**src/rtl/alu9_driver_if.sv**
```systemverilog
// Bus bundle for alu9_driver: request handshake, ALU operand/result bus, response handshake.
// slave is the driver's view; master is the view of whatever surrounds it (issue logic + ALU).
interface alu9_driver_if;
    // Request side
    logic        req_valid;
    logic        req_ready;
    logic [3:0]  req_op;
    logic [31:0] req_a;
    logic [31:0] req_b;
    logic [4:0]  req_shamt;
    logic        req_use_acc;

    // Combinational ALU side
    logic [31:0] alu_input1;
    logic [31:0] alu_input2;
    logic [4:0]  alu_shiftValue;
    logic [3:0]  alu_ALUSel;
    logic [31:0] alu_result;
    logic        alu_carryFlag;
    logic        alu_zeroFlag;
    logic        alu_overFlowFlag;
    logic        alu_signFlag;

    // Response side
    logic        rsp_valid;
    logic        rsp_ready;
    logic [31:0] rsp_result;
    logic [3:0]  rsp_flags;
    logic        rsp_illegal;

    modport slave (
        input  req_valid, req_op, req_a, req_b, req_shamt, req_use_acc,
        output req_ready,
        output alu_input1, alu_input2, alu_shiftValue, alu_ALUSel,
        input  alu_result, alu_carryFlag, alu_zeroFlag, alu_overFlowFlag, alu_signFlag,
        output rsp_valid, rsp_result, rsp_flags, rsp_illegal,
        input  rsp_ready
    );

    modport master (
        output req_valid, req_op, req_a, req_b, req_shamt, req_use_acc,
        input  req_ready,
        input  alu_input1, alu_input2, alu_shiftValue, alu_ALUSel,
        output alu_result, alu_carryFlag, alu_zeroFlag, alu_overFlowFlag, alu_signFlag,
        input  rsp_valid, rsp_result, rsp_flags, rsp_illegal,
        output rsp_ready
    );
endinterface

```
**src/rtl/alu9_driver.sv**
```systemverilog
// alu9_driver: request FIFO -> registered ALU operands -> captured response, with an
// accumulator for chained operations. Optional statistics counters are enabled by
// defining ALU_DRV_STATS_EN (adds op_count_o / ovf_count_o).
module alu9_driver #(
    parameter int unsigned FIFO_DEPTH = 2
) (
    input  logic                clk,
    input  logic                rst_n,
    alu9_driver_if.slave        bus,
    output logic                busy_o
`ifdef ALU_DRV_STATS_EN
    ,
    output logic [15:0]         op_count_o,
    output logic [15:0]         ovf_count_o
`endif
);

    localparam int unsigned PtrW = $clog2(FIFO_DEPTH);
    localparam int unsigned CntW = $clog2(FIFO_DEPTH + 1);

    typedef struct packed {
        logic [3:0]  op;
        logic [31:0] a;
        logic [31:0] b;
        logic [4:0]  shamt;
        logic        use_acc;
    } req_t;

    typedef enum logic [1:0] {StIdle, StDrive, StResp} state_e;

    state_e          state_q, state_d;
    req_t            mem_q [FIFO_DEPTH];
    logic [PtrW-1:0] wr_ptr_q, rd_ptr_q;
    logic [CntW-1:0] count_q, count_d;
    logic            push, pop, capture, rsp_clear, fifo_empty;
    req_t            head, entry_in;

    logic [31:0]     alu_in1_q, alu_in2_q, acc_q, rsp_result_q;
    logic [4:0]      alu_shamt_q;
    logic [3:0]      alu_sel_q, rsp_flags_q;
    logic            rsp_valid_q, rsp_illegal_q;

    assign fifo_empty    = (count_q == '0);
    assign bus.req_ready = (count_q != CntW'(FIFO_DEPTH));
    assign push          = bus.req_valid && bus.req_ready;
    assign head          = mem_q[rd_ptr_q];
    assign entry_in      = '{op: bus.req_op, a: bus.req_a, b: bus.req_b,
                             shamt: bus.req_shamt, use_acc: bus.req_use_acc};

    // FIFO storage; contents need no reset because count_q gates every read.
    always_ff @(posedge clk) begin
        if (push) begin
            mem_q[wr_ptr_q] <= entry_in;
        end
    end

    // FIFO pointers and occupancy.
    always_ff @(posedge clk or negedge rst_n) begin
        if (!rst_n) begin
            wr_ptr_q <= '0;
            rd_ptr_q <= '0;
            count_q  <= '0;
        end else begin
            if (push) wr_ptr_q <= wr_ptr_q + 1'b1;
            if (pop)  rd_ptr_q <= rd_ptr_q + 1'b1;
            count_q <= count_d;
        end
    end

    // Occupancy next-state; simultaneous push and pop leave it unchanged.
    always_comb begin
        count_d = count_q;
        if (push && !pop) begin
            count_d = count_q + 1'b1;
        end else if (!push && pop) begin
            count_d = count_q - 1'b1;
        end
    end

    // FSM state register.
    always_ff @(posedge clk or negedge rst_n) begin
        if (!rst_n) begin
            state_q <= StIdle;
        end else begin
            state_q <= state_d;
        end
    end

    // FSM next-state and control strobes.
    always_comb begin
        state_d   = state_q;
        pop       = 1'b0;
        capture   = 1'b0;
        rsp_clear = 1'b0;
        unique case (state_q)
            StIdle: begin
                if (!fifo_empty) begin
                    pop     = 1'b1;
                    state_d = StDrive;
                end
            end
            StDrive: begin
                capture = 1'b1;
                state_d = StResp;
            end
            StResp: begin
                if (rsp_valid_q && bus.rsp_ready) begin
                    rsp_clear = 1'b1;
                    if (!fifo_empty) begin
                        pop     = 1'b1;
                        state_d = StDrive;
                    end else begin
                        state_d = StIdle;
                    end
                end
            end
            default: state_d = StIdle;
        endcase
    end

    // ALU operand registers, loaded on every pop and otherwise held.
    always_ff @(posedge clk or negedge rst_n) begin
        if (!rst_n) begin
            alu_in1_q   <= '0;
            alu_in2_q   <= '0;
            alu_shamt_q <= '0;
            alu_sel_q   <= '0;
        end else if (pop) begin
            alu_in1_q   <= head.use_acc ? acc_q : head.a;
            alu_in2_q   <= head.b;
            alu_shamt_q <= head.shamt;
            alu_sel_q   <= head.op;
        end
    end

    // Response and accumulator capture at the end of DRIVE.
    always_ff @(posedge clk or negedge rst_n) begin
        if (!rst_n) begin
            rsp_valid_q   <= 1'b0;
            rsp_result_q  <= '0;
            rsp_flags_q   <= '0;
            rsp_illegal_q <= 1'b0;
            acc_q         <= '0;
        end else if (capture) begin
            rsp_valid_q   <= 1'b1;
            rsp_result_q  <= bus.alu_result;
            rsp_flags_q   <= {bus.alu_carryFlag, bus.alu_overFlowFlag,
                              bus.alu_signFlag, bus.alu_zeroFlag};
            rsp_illegal_q <= alu_sel_q[3];
            acc_q         <= bus.alu_result;
        end else if (rsp_clear) begin
            rsp_valid_q   <= 1'b0;
        end
    end

`ifdef ALU_DRV_STATS_EN
    logic [15:0] op_count_q, ovf_count_q;

    // Capture statistics: op count wraps, overflow count saturates.
    always_ff @(posedge clk or negedge rst_n) begin
        if (!rst_n) begin
            op_count_q  <= '0;
            ovf_count_q <= '0;
        end else if (capture) begin
            op_count_q <= op_count_q + 16'd1;
            if (bus.alu_overFlowFlag && (ovf_count_q != 16'hFFFF)) begin
                ovf_count_q <= ovf_count_q + 16'd1;
            end
        end
    end

    assign op_count_o  = op_count_q;
    assign ovf_count_o = ovf_count_q;
`endif

    assign bus.alu_input1     = alu_in1_q;
    assign bus.alu_input2     = alu_in2_q;
    assign bus.alu_shiftValue = alu_shamt_q;
    assign bus.alu_ALUSel     = alu_sel_q;
    assign bus.rsp_valid      = rsp_valid_q;
    assign bus.rsp_result     = rsp_result_q;
    assign bus.rsp_flags      = rsp_flags_q;
    assign bus.rsp_illegal    = rsp_illegal_q;
    assign busy_o             = (state_q != StIdle) || !fifo_empty;

endmodule

```
**src/flat_wrapper.sv**
```systemverilog
// flat-port wrapper written by rule: the top's interface ports become plain ports
module alu9_driver_flat 
#(
    parameter int unsigned FIFO_DEPTH = 2
)
  (clk, rst_n, busy_o, bus_req_valid, bus_req_op, bus_req_a, bus_req_b, bus_req_shamt, bus_req_use_acc, bus_req_ready, bus_alu_input1, bus_alu_input2, bus_alu_shiftValue, bus_alu_ALUSel, bus_alu_result, bus_alu_carryFlag, bus_alu_zeroFlag, bus_alu_overFlowFlag, bus_alu_signFlag, bus_rsp_valid, bus_rsp_result, bus_rsp_flags, bus_rsp_illegal, bus_rsp_ready);
  alu9_driver_if bus_i ();
  input  logic clk;
  input  logic rst_n;
  output logic busy_o;
  input wire logic [$bits(bus_i.req_valid)-1:0] bus_req_valid;
  input wire logic [$bits(bus_i.req_op)-1:0] bus_req_op;
  input wire logic [$bits(bus_i.req_a)-1:0] bus_req_a;
  input wire logic [$bits(bus_i.req_b)-1:0] bus_req_b;
  input wire logic [$bits(bus_i.req_shamt)-1:0] bus_req_shamt;
  input wire logic [$bits(bus_i.req_use_acc)-1:0] bus_req_use_acc;
  output wire logic [$bits(bus_i.req_ready)-1:0] bus_req_ready;
  output wire logic [$bits(bus_i.alu_input1)-1:0] bus_alu_input1;
  output wire logic [$bits(bus_i.alu_input2)-1:0] bus_alu_input2;
  output wire logic [$bits(bus_i.alu_shiftValue)-1:0] bus_alu_shiftValue;
  output wire logic [$bits(bus_i.alu_ALUSel)-1:0] bus_alu_ALUSel;
  input wire logic [$bits(bus_i.alu_result)-1:0] bus_alu_result;
  input wire logic [$bits(bus_i.alu_carryFlag)-1:0] bus_alu_carryFlag;
  input wire logic [$bits(bus_i.alu_zeroFlag)-1:0] bus_alu_zeroFlag;
  input wire logic [$bits(bus_i.alu_overFlowFlag)-1:0] bus_alu_overFlowFlag;
  input wire logic [$bits(bus_i.alu_signFlag)-1:0] bus_alu_signFlag;
  output wire logic [$bits(bus_i.rsp_valid)-1:0] bus_rsp_valid;
  output wire logic [$bits(bus_i.rsp_result)-1:0] bus_rsp_result;
  output wire logic [$bits(bus_i.rsp_flags)-1:0] bus_rsp_flags;
  output wire logic [$bits(bus_i.rsp_illegal)-1:0] bus_rsp_illegal;
  input wire logic [$bits(bus_i.rsp_ready)-1:0] bus_rsp_ready;
  assign bus_i.req_valid = bus_req_valid;
  assign bus_i.req_op = bus_req_op;
  assign bus_i.req_a = bus_req_a;
  assign bus_i.req_b = bus_req_b;
  assign bus_i.req_shamt = bus_req_shamt;
  assign bus_i.req_use_acc = bus_req_use_acc;
  assign bus_req_ready = bus_i.req_ready;
  assign bus_alu_input1 = bus_i.alu_input1;
  assign bus_alu_input2 = bus_i.alu_input2;
  assign bus_alu_shiftValue = bus_i.alu_shiftValue;
  assign bus_alu_ALUSel = bus_i.alu_ALUSel;
  assign bus_i.alu_result = bus_alu_result;
  assign bus_i.alu_carryFlag = bus_alu_carryFlag;
  assign bus_i.alu_zeroFlag = bus_alu_zeroFlag;
  assign bus_i.alu_overFlowFlag = bus_alu_overFlowFlag;
  assign bus_i.alu_signFlag = bus_alu_signFlag;
  assign bus_rsp_valid = bus_i.rsp_valid;
  assign bus_rsp_result = bus_i.rsp_result;
  assign bus_rsp_flags = bus_i.rsp_flags;
  assign bus_rsp_illegal = bus_i.rsp_illegal;
  assign bus_i.rsp_ready = bus_rsp_ready;
  alu9_driver #(.FIFO_DEPTH(FIFO_DEPTH)) u_core (.clk(clk), .rst_n(rst_n), .bus(bus_i), .busy_o(busy_o));
endmodule
```
**config.mk**
```make
export PLATFORM = sky130hd
export DESIGN_NAME = alu9_driver_flat
export DESIGN_NICKNAME = d
export VERILOG_FILES = /design/src/rtl/alu9_driver_if.sv /design/src/rtl/alu9_driver.sv /design/src/flat_wrapper.sv
export SDC_FILE = /design/constraint.sdc
export NUM_CORES = 1
export LEC_CHECK = 0
export CORE_ASPECT_RATIO = 1.1
export CORE_MARGIN = 5
export CORE_UTILIZATION = 45
export DETAILED_ROUTE_END_ITERATION = 10
export HOLD_SLACK_MARGIN = 0.05
export PLACE_DENSITY_LB_ADDON = 0.2
export SLEW_MARGIN = 20
export SYNTH_ARGS = -nofsm -noshare
export SYNTH_HDL_FRONTEND = slang
export SYNTH_SLANG_ARGS = --single-unit
```
**constraint.sdc**
```tcl
create_clock -name clk -period 5.8 [get_ports clk]
set_clock_uncertainty 0.15 [all_clocks]
set_input_delay 1.16 -clock clk [delete_from_list [all_inputs] [get_ports clk]]
set_output_delay 1.16 -clock clk [all_outputs]
set_load 0.02 [all_outputs]
```
# --- After elaboration in Yosys (flattened, before gate mapping) ---
# Memory sizes are Yosys's and may differ from the RTL's.
# Cells that the tools add are included.
op_classes:
  addsub: 4
  eq_ne: 5
  muxes: 17
  reduce_logical: 14
ops:
  columns: ["op", "n"]
  rows:
  - ["32-bit two-way mux", 1]
  - ["1-bit two-way mux", 10]
  - ["2-bit two-way mux", 4]
  - ["2-bit one-hot mux with 3 select lines", 1]
  - ["2-bit nonzero test", 3]
  - ["1-bit logical AND", 4]
  - ["2-bit logical NOT", 2]
  - ["2-bit inequality test, second input constant", 2]
  - ["1-bit logical NOT", 3]
  - ["1-bit adder, second input constant", 2]
  - ["2-bit by 1-bit adder with 2-bit output, second input constant", 1]
  - ["2-bit by 1-bit == test with 1-bit output, second input constant", 1]
  - ["2-bit == test, second input constant", 1]
  - ["2-bit by 1-bit inequality test with 1-bit output, second input constant", 1]
  - ["1-bit one-hot mux with 2 select lines", 1]
  - ["2-bit AND reduction", 1]
  - ["2-bit by 1-bit subtractor with 2-bit output, second input constant", 1]
  - ["1-bit logical OR", 1]
totals:
  register_bits: 117
  mem_bits_rw: 148
  out_inout_bits: 113
  mem_count: 1
memory_table:
  columns: ["name", "words", "width", "read_ports", "rd_clocked_by_memory_dff", "write_ports", "line_no", "text"]
  rows:
  - ["u_core.mem_q", 2, 74, 1, 0, 1, "alu9_driver.sv:32", "req_t mem_q [FIFO_DEPTH];"]

# --- Logic depth before layout (Yosys ltp) ---
# Gate-level depths: netlist (run 1).
depth:
  depth_word: 7
  depth_mapped: 9
  mapped_depth_nobuf: 7

# --- Worst setup path after synthesis (run 1) ---
# No wires, ideal clock.
synth_timing:
  kind: "input to register"
  from: "input port bus_req_valid"
  to: "memory u_core.mem_q[0][0] in the netlist's numbering (enable)"
  setup_ns: 0.507
  t_arrival_ns: 4.345
  required_time_ns: 5.143
  path_slack_ns: 0.798
  cell_stages: 2
  cell_sequence: "nand2_1 > nor2_1"
synth_between:
  elab_chain_cells: 3
synth_rtl:
  columns: ["item", "line_no", "text"]
  rows:
  - ["start, declared", "flat_wrapper.sv:11", "input wire logic [$bits(bus_i.req_valid)-1:0] bus_req_valid;"]
  - ["1-bit logical AND", "alu9_driver.sv:45", "assign push = bus.req_valid && bus.req_ready;"]
  - ["1-bit two-way mux", "alu9_driver.sv:52", "if (push) begin"]
  - ["1-bit two-way mux (implied by the code)", "alu9_driver.sv:53", "mem_q[wr_ptr_q] <= entry_in;"]
  - ["end, declared", "alu9_driver.sv:32", null]
# Every way passes these cells.

# --- Worst setup path in the final report (run 1) ---
layout_timing:
  from: "register u_core.count_q[0]"
  to: "output port busy_o"
layout_between:
  elab_chain_cells: 3
layout_rtl:
  columns: ["item", "line_no", "text"]
  rows:
  - ["start, declared", "alu9_driver.sv:34", "logic [CntW-1:0] count_q, count_d;"]
  - ["start signal, assigned", "alu9_driver.sv:66", "count_q <= count_d;"]
  - ["2-bit logical NOT", "alu9_driver.sv:43", "assign fifo_empty = (count_q == '0);"]
  - ["1-bit logical NOT", null, null]
  - ["1-bit logical OR", "alu9_driver.sv:184", "assign busy_o = (state_q != StIdle) || !fifo_empty;"]
  - ["end, declared", "flat_wrapper.sv:10", "output logic busy_o;"]
# Every way passes these cells.

==> impl_metrics.ini, run 1 <==
[status]
status = completed

[floorplanning]
die-area_sq_um = 25700
core.rowCount = 57
core_sq_um = 22200
die_w_um = 153
start_util_pct = 45.8
io_pins = 227
die_h_um = 168

[drt]
drc = 0
first_pass_iters = 4
drt-total-wl_um = 20800
drtIter0Drc = 191
ant_nets = 0
wl_per_cell_um = 19.2
via_per_inst = 4.98
vias = 5400

[synthesis]
ys_seq_area_share_pct = 72.6
synthTopCellsByArea = edfxtp_1 (44%), dfrtp_1 (29%), mux2_2 (22%), mux2_4 (2.1%), buf_2 (0.79%)
yosys_register_bits = 265
yosysWarnings = 0
avgSynthCellArea_sq_um = 19.2
synth.distinct_cells = 21
synthCells = 529
syn_nets = 644
synth_top_cell_by_area = edfxtp_1
synth_top_area_share_pct = 43.8
synth_area_sq_um = 10100

[power]
pwr_density_cell_nw_per_um2 = 591
peakVddDrop_mv = 0.305
power.total_mw = 8.06
p_leak_nw = 5.08

[final_layout]
final_area_sq_um = 13600
nets = 884
fin_cells = 1085
fin_util_pct = 61.5
drive_above_1_share_pct = 33.0
area_growth_pct = 34.4
diodes = 0
final_common_cell = clkdlybuf4s50_1
layout_common_cells = clkdlybuf4s50_1 (225), mux2_2 (194), edfxtp_1 (148)

[place]
dpl_cell_area_sq_um = 12800
dp_hpwl_um = 13700
io_buffers = 226
pre_cts_slack_ns = 2.02
place_congestion = 0.764
dp.cells = 1033

[setup_path]
endpoint_kind = output pin
path_class = flop to output pin
cpPeakStageDelay_ns = 0.55
crit_slowest_cell = clkdlybuf4s50_1
critPathTopFamily = buffers and inverters
crit_chain = nor2_1 > nand2_1 > clkdlybuf4s50_1
start_kind = flop
crit_path_max_fanout = 4
worstReg2RegStart = u_core.rd_ptr_q
reg2reg_depth = 5
worst_r2r_endpoint = u_core.bus.alu_input1[6]
crit_required_ns = 4.49
critical_path_buf_inv_count = 1
arrival_ns = 1.96
rrSetupSlack_ns = 2.82

[sta]
setup_ws_ns = 2.53
finalCritPeriodShare_pct = 56.4
finalHoldViolCount = 0
maxSlewHeadroom_pct = 28.3
timing.fmax_mhz = 306
layout_min_cycle_time_ns = 3.27
drv_slew = 0
whs_ns = 0.353
rsz0062_at_grt = false
setup_tns_ns = 0
setup_viol = 0
worst_pin_slew_ns = 1.07

[worst_hold_path]
hold_class = flop to flop
min_to = u_core.bus.rsp_flags[3]
whs_path_depth = 1
min_from = u_core.bus.rsp_flags[3]

[global_route]
grt_pass1_wl_um = 32800
antenna_found_initial = 0
grt_pass1_vias = 5939
grt_use_total_pct = 15.9
overflow = 0
grt_max_degree = 82

[clock_network]
htree_levels = 1
clock_sinks = 265
cts_hold_buf = 0
clk_path_buf_depth = 3
post_cts_buffers = 0
clock_latency_ns = 0.53
path_clk_slew_ns = 0.06
cts.repair.resized = 0
numCtsBuffers = 27
root_buffer = clkbuf_16
tritoncts = built

[job]
cap_violations = 0
-- synthesized netlist by cell type --
master / count
a21boi_1: 1
a21o_1: 1
a21oi_1: 2
and3_1: 1
buf_2: 16
buf_4: 4
buf_6: 3
dfrtp_1: 117
edfxtp_1: 148
ha_1: 1
inv_1: 4
mux2_1: 7
mux2_2: 194
mux2_4: 14
mux2i_1: 1
nand2_1: 3
nand2b_1: 1
nor2_1: 5
nor3_2: 1
xnor2_1: 2
xor2_1: 3
-- worst reg2reg max path: cells and delay by family (launching register included) --
kind     cells  cell delay (ns)
flops        1             0.92
mux          3             1.06
buf+inv      2             0.75
-- routing by layer --
metal  wire, um  vias to the layer above  track usage [%]
li1           -                     2466                -
met1       9110                     2707             22.0
met2       9820                      191             26.0
met3       1510                       36             3.74
met4        402                        0             3.60
met5          0                        -                0
-- layout make-up --
| type | count | area [sq um] |
|---|---|---|
| clock buffer | 36 | 719 |
| multi-input combinational | 237 | 2660 |
| sequential | 265 | 7380 |
| tap | 295 | 369 |
| inverter | 4 | 15.0 |
| timing repair buffer | 234 | 2390 |
| clock inverter | 14 | 119 |
| fill | 1651 | 8540 |
-- report_power, final --
| group | switching, mW | internal [mW] |
|---|---|---|
| Sequential | 0.421 | 2.72 |
| Clock | 0.679 | 0.958 |
| Combinational | 1.45 | 1.83 |
| Total | 2.55 | 5.51 |
-- worst max-delay path by stage --
stage	from	end	slack, ns	cells after the start
2_1_floorplan	bus_req_valid	u_core.mem_q[0][0]	0.80	2
3_3_place_gp	bus_rsp_ready	u_core.count_q[1]	2.08	9
3_5_place_dp	bus_rsp_ready	u_core.count_q[1]	2.02	8
4_1_cts	u_core.count_q[0]	busy_o	2.50	3
5_1_grt	bus_rsp_ready	u_core.count_q[1]	2.39	8
6_report	u_core.count_q[0]	busy_o	2.53	3
-- registers in the layout (all words and copies together), names as in the netlist --
register / count
u_core.mem_q: 148
u_core.acc_q: 32
u_core.bus.alu_input1: 32
u_core.bus.alu_input2: 32
u_core.bus.alu_shiftValue: 5
u_core.bus.alu_ALUSel: 4
u_core.bus.rsp_flags: 4
u_core.count_q: 2
u_core.state_q: 2
u_core.bus.rsp_illegal: 1
u_core.bus.rsp_valid: 1
u_core.rd_ptr_q: 1
u_core.wr_ptr_q: 1
-- cell families after synthesis --
family,Yosys count,synth area share (%)
buffers and inverters,27,1.57
muxes,216,24.5
DFF,265,72.6
xor gates and xnor gates,5,0.432
AOI/OAI and AO/OA,4,0.247
and+or+nand+nor,11,0.518
adders and majority gates,1,0.123
Power figures use the tool's default switching activity.
==> inputs of run 2 (changes only) <==
==> constraint.sdc (replaced) <==
create_clock -name clk -period 3.07 [get_ports clk]
set_clock_uncertainty 0.15 [all_clocks]
set_input_delay 0.614 -clock clk [delete_from_list [all_inputs] [get_ports clk]]
set_output_delay 0.614 -clock clk [all_outputs]
set_load 0.02 [all_outputs]
==> run 2 against run 1 <==
Clock-buffer cell count fell by 1. Routed wire length grew 3.1%. Flip-flop and latch count did not move. Core utilization up 0.64 points. Sequential share of layout area fell by 0.55 points. Non-clock buffer count up 6. Largest cell class unchanged. Global-route usage grew 0.83 points. Cell count up 0.37%. Critical path depth is the same. Worst setup slack got worse by 2.1 ns.
==> impl_metrics.ini, run 2 (synthesis gave the netlist of run 1 again) <==
[worst_hold_path]
whs_path_depth = 1
min_to = u_core.bus.alu_input1[17]
hold_class = flop to flop
min_from = u_core.bus.alu_input1[17]

[floorplanning]
start_util_pct = 45.8
die_w_um = 153
die-area_sq_um = 25700
core_sq_um = 22200
core.rowCount = 57
die_h_um = 168
io_pins = 227

[final_layout]
nets = 889
drive_above_1_share_pct = 34.2
largest_reg_flops = 148
fin_cells = 1089
multi_input_area_sq_um = 2660
final_common_cell = clkdlybuf4s50_1
layout_common_cells = clkdlybuf4s50_1 (225), mux2_2 (194), edfxtp_1 (148)
fill_cells = 1646
regMostFlops = u_core.mem_q
area_growth_pct = 35.8
seq_area_sq_um = 7380

[place]
dp.cells = 1040
place_congestion = 0.749
pre_cts_slack_ns = 0.651
dp_hpwl_um = 14300
io_buffers = 226

[clock_network]
cts.repair.resized = 0
tritoncts = built
clk_path_buf_depth = 3
numCtsBuffers = 26
clock_latency_ns = 0.51
clock_sinks = 265
path_clk_slew_ns = 0.06
htree_levels = 1
root_buffer = clkbuf_16

[drt]
top_layer = met5
wl_met1_um = 9130
wl_met2_um = 10100
dr_wl_met3_um = 1870
via_per_inst = 5.00
vias = 5440
drtIter0Drc = 168
drt-total-wl_um = 21500
first_pass_iters = 4
ant_nets = 0
drc = 0
wl_per_cell_um = 19.7

[setup_path]
crit_path_max_fanout = 4
reg2reg_depth = 4
crit_required_ns = 2.31
worst_r2r_endpoint = u_core.bus.alu_input1[1]
arrival_ns = 1.87
rrSetupSlack_ns = 0.98
start_kind = flop
worstReg2RegStart = u_core.rd_ptr_q
path_class = flop to output pin
endpoint_kind = output pin

[power]
p_leak_nw = 5.16
power.total_mw = 15.6
peakVddDrop_mv = 0.598
pwr_density_cell_nw_per_um2 = 1130

[sta]
setup_viol = 0
drv_slew = 0
finalHoldViolCount = 0
layout_min_cycle_time_ns = 2.63
finalCritPeriodShare_pct = 85.8
setup_ws_ns = 0.436
rsz0062_at_grt = false
setup_tns_ns = 0
worst_pin_slew_ns = 0.492
timing.fmax_mhz = 380
maxSlewHeadroom_pct = 67.2

[status]
status = completed

[global_route]
antenna_found_initial = 1
overflow = 0
grt_pass1_wl_um = 34300
grt_use_total_pct = 16.8
grt_max_degree = 75
grt_pass1_vias = 6148

[job]
cap_violations = 0
## run 2: repair_timing
| action | 4_1_cts | 5_1_grt |
|---|---|---|
| hold buffers | 1 | 0 |
| setup buffers | 0 | 0 |
| endpoints found under the hold margin | 26 | 0 |
## run 2: how the worst max path moves through the flow
stage	startpoint	endpoint	slack (ns)	cells after the start
detailed placement	bus_rsp_ready	u_core.bus.alu_input2[14]	0.65	5
CTS	u_core.count_q[0]	busy_o	0.40	3
finish	u_core.count_q[0]	busy_o	0.44	3
global placement	bus_rsp_ready	u_core.bus.alu_input1[10]	0.67	5
floorplan	u_core.count_q[0]	u_core.mem_q[0][0]	0.57	3
global route	u_core.count_q[0]	busy_o	0.38	3
## run 2: report_power, final
part	leakage [nW]	internal (mW)	total [mW]	switching, mW
clock	0.454	2.06	3.34	1.28
combinational	1.96	3.50	6.42	2.92
sequential	2.74	5.15	5.80	0.657
## run 2: per-stage QoR
stage,instance area [sq um],util [%],hold slack [ns]
2_1_floorplan,10200,-,0.168
3_3_place_gp,12800,57.9,0.341
3_5_place_dp,12800,57.9,0.342
4_1_cts,13800,62.1,0.356
5_1_grt,13800,62.1,0.378
6_report,13800,62.1,0.357
## run 2: metal layers
| layer | GRT usage (%) | vias to the layer above |
|---|---|---|
| met2 | 27.7 | 191 |
| li1 | - | 2478 |
| met5 | 0 | - |
| met4 | 3.45 | 2 |
| met1 | 21.6 | 2741 |
| met3 | 5.94 | 28 |
## run 2: worst max-delay path: stages, from the launching register on
cell	delay, ns
dfrtp_1	0.42
nor2_1	0.25
nand2_1	0.09
clkdlybuf4s50_1	0.59
## run 2: area by class of cell
class	count	area share (%)
flip-flops and latches	265	53.5
multi-input cells	237	19.3
repair buffers	240	17.7
clock buffers	35	5.48
well taps	295	2.68
clock inverters	12	1.20
inverters	4	0.109
diodes	1	0.0182
==> inputs of run 3 (changes only) <==
--- a/config.mk
+++ b/config.mk
@@ -7,7 +7,8 @@
 export LEC_CHECK = 0
 export CORE_ASPECT_RATIO = 1.1
 export CORE_MARGIN = 5
-export CORE_UTILIZATION = 45
+export CORE_UTILIZATION = 50
+export CTS_CLUSTER_DIAMETER = 30
 export DETAILED_ROUTE_END_ITERATION = 10
 export HOLD_SLACK_MARGIN = 0.05
 export PLACE_DENSITY_LB_ADDON = 0.2
==> run 3 against run 2 <==
Die area is 9.4% lower. Cell area grew 3.5%. Flip-flop and latch count stayed put. Clock power grew 45%. Routed wire length increased by 1.5%. Cell count down 1.1%. Critical path depth is the same. Critical path type unchanged. Critical endpoint unchanged. Largest cell class unchanged. Highest routed layer unchanged.
==> impl_metrics.ini, run 3 (synthesis gave the netlist of run 1 again) <==
[global_route]
grt_pass1_wl_um = 35000
overflow = 0
antenna_found_initial = 1
grt_use_total_pct = 18.9
grt_pass1_vias = 6281
grt_max_degree = 61

[final_layout]
nets = 906
fill_cells = 1255
layout_common_cells = clkdlybuf4s50_1 (225), mux2_2 (194), edfxtp_1 (148)
fin_cells = 1077
regMostFlops = u_core.mem_q
final_common_cell = clkdlybuf4s50_1
diodes = 0
fin_util_pct = 71.5
area_growth_pct = 40.5
drive_above_1_share_pct = 35.9
final_area_sq_um = 14300
largest_reg_flops = 148

[worst_hold_path]
whs_path_depth = 1
hold_class = flop to flop

[sta]
finalHoldViolCount = 0
setup_viol = 0
worst_pin_slew_ns = 0.591
maxSlewHeadroom_pct = 60.6
timing.fmax_mhz = 384
drv_slew = 0
whs_ns = 0.351
rsz0062_at_grt = false
setup_tns_ns = 0
finalCritPeriodShare_pct = 84.9
layout_min_cycle_time_ns = 2.61

[clock_network]
clock_latency_ns = 0.50
htree_levels = 2
clock_sinks = 265
root_buffer = clkbuf_16
numCtsBuffers = 44
path_clk_slew_ns = 0.04
tritoncts = built
clk_path_buf_depth = 3

[setup_path]
cp_num_cells = 3
critical_path_buf_inv_count = 1
endpoint_kind = output pin
reg2reg_depth = 4
arrival_ns = 1.84
start_kind = flop
crit_chain = nor2_1 > nand2_1 > clkdlybuf4s50_1
crit_path_max_fanout = 4
crit_slowest_cell = clkdlybuf4s50_1
critPathTopFamily = buffers and inverters
path_class = flop to output pin
cpPeakStageDelay_ns = 0.55
crit_required_ns = 2.31

[drt]
first_pass_iters = 4
vias = 5543
drtIter0Drc = 249
wl_per_cell_um = 20.2
drc = 0
via_per_inst = 5.15
ant_nets = 0
drt-total-wl_um = 21800

[power]
pwr-share-seq_pct = 34.5
pwr-share-comb_pct = 37.1
peakVddDrop_mv = 0.672
clkPwrFrac_pct = 28.3
p_int_mw = 11.8
sw_frac_of_total_pct = 30.7
p_leak_nw = 5.40
pwr_density_cell_nw_per_um2 = 1200
p_sw_mw = 5.24

[floorplanning]
die-area_sq_um = 23200
start_util_pct = 50.9
die_w_um = 146
core.rowCount = 54
io_pins = 227
die_h_um = 159
core_sq_um = 19900

[place]
place_congestion = 0.709
io_buffers = 226
dp_hpwl_um = 14100
dpl_cell_area_sq_um = 12800
dp.cells = 996

[job]
cap_violations = 0

[status]
status = completed
==> run 3: cell types whose count changed in the layout (fill, tap and decap cells not counted), moves of 2 or more <==
cell,delta
clkbuf_16,+18
clkinvlp_4,+5
clkbuf_1,+4
clkbuf_8,-4
clkinv_1,+3
inv_6,+3
buf_12,-2
bufinv_16,+2
==> run 3: final timing paths <==
kind | from | end | slack (ns)
worst max-delay path | u_core.count_q[0] | busy_o | 0.46
worst min-delay path | u_core.bus.rsp_flags[3] | u_core.bus.rsp_flags[3] | 0.35
worst max register to register | u_core.rd_ptr_q | u_core.bus.alu_input1[24] | 0.74
worst min register to register | u_core.bus.rsp_flags[3] | u_core.bus.rsp_flags[3] | 0.35
max in group asynchronous | rst_n | u_core.acc_q[21] | 1.54
min in group asynchronous | rst_n | u_core.bus.alu_input1[14] | 0.41
==> run 3: cell type report <==
type | count | area (sq um) | area share, %
inverters | 4 | 15.0 | 0.105
flip-flops and latches | 265 | 7380 | 51.7
repair buffers | 239 | 2410 | 16.9
multi-input cells | 237 | 2660 | 18.6
clock inverters | 27 | 320 | 2.25
clock buffers | 53 | 1170 | 8.18
well taps | 252 | 315 | 2.21
==> run 3: routing by layer <==
| layer | wire [um] | track usage (%) |
|---|---|---|
| met2 | 10700 | 31.3 |
| met5 | 7 | 0 |
| met3 | 1620 | 5.69 |
| met4 | 373 | 5.22 |
| met1 | 9060 | 24.3 |
==> run 3: power groups by stage <==
stage / logic [mW] / clock network, mW / registers (mW)
5_1_grt: 6.76 / 5.11 / 6.05
6_report: 6.33 / 4.84 / 5.89
3_5_place_dp: 6.41 / 0 / 5.95
3_3_place_gp: 6.25 / 0 / 5.88
4_1_cts: 6.45 / 4.92 / 5.92
2_1_floorplan: 3.07 / 0 / 6.64
==> run 3: what timing repair did <==
item                      in CTS  in global routing
hold endpoints to repair      22                  0
hold buffers                   1                  0
setup buffers                  0                  0
resized for setup              0                  0
==> run 3: through the flow <==
step | worst slack, ns | total power [mW]
global route | 0.369 | 17.9
floorplan | 0.568 | 9.71
finish | 0.464 | 17.1
CTS | 0.447 | 17.3
detailed placement | 0.546 | 12.4
global placement | 0.581 | 12.1
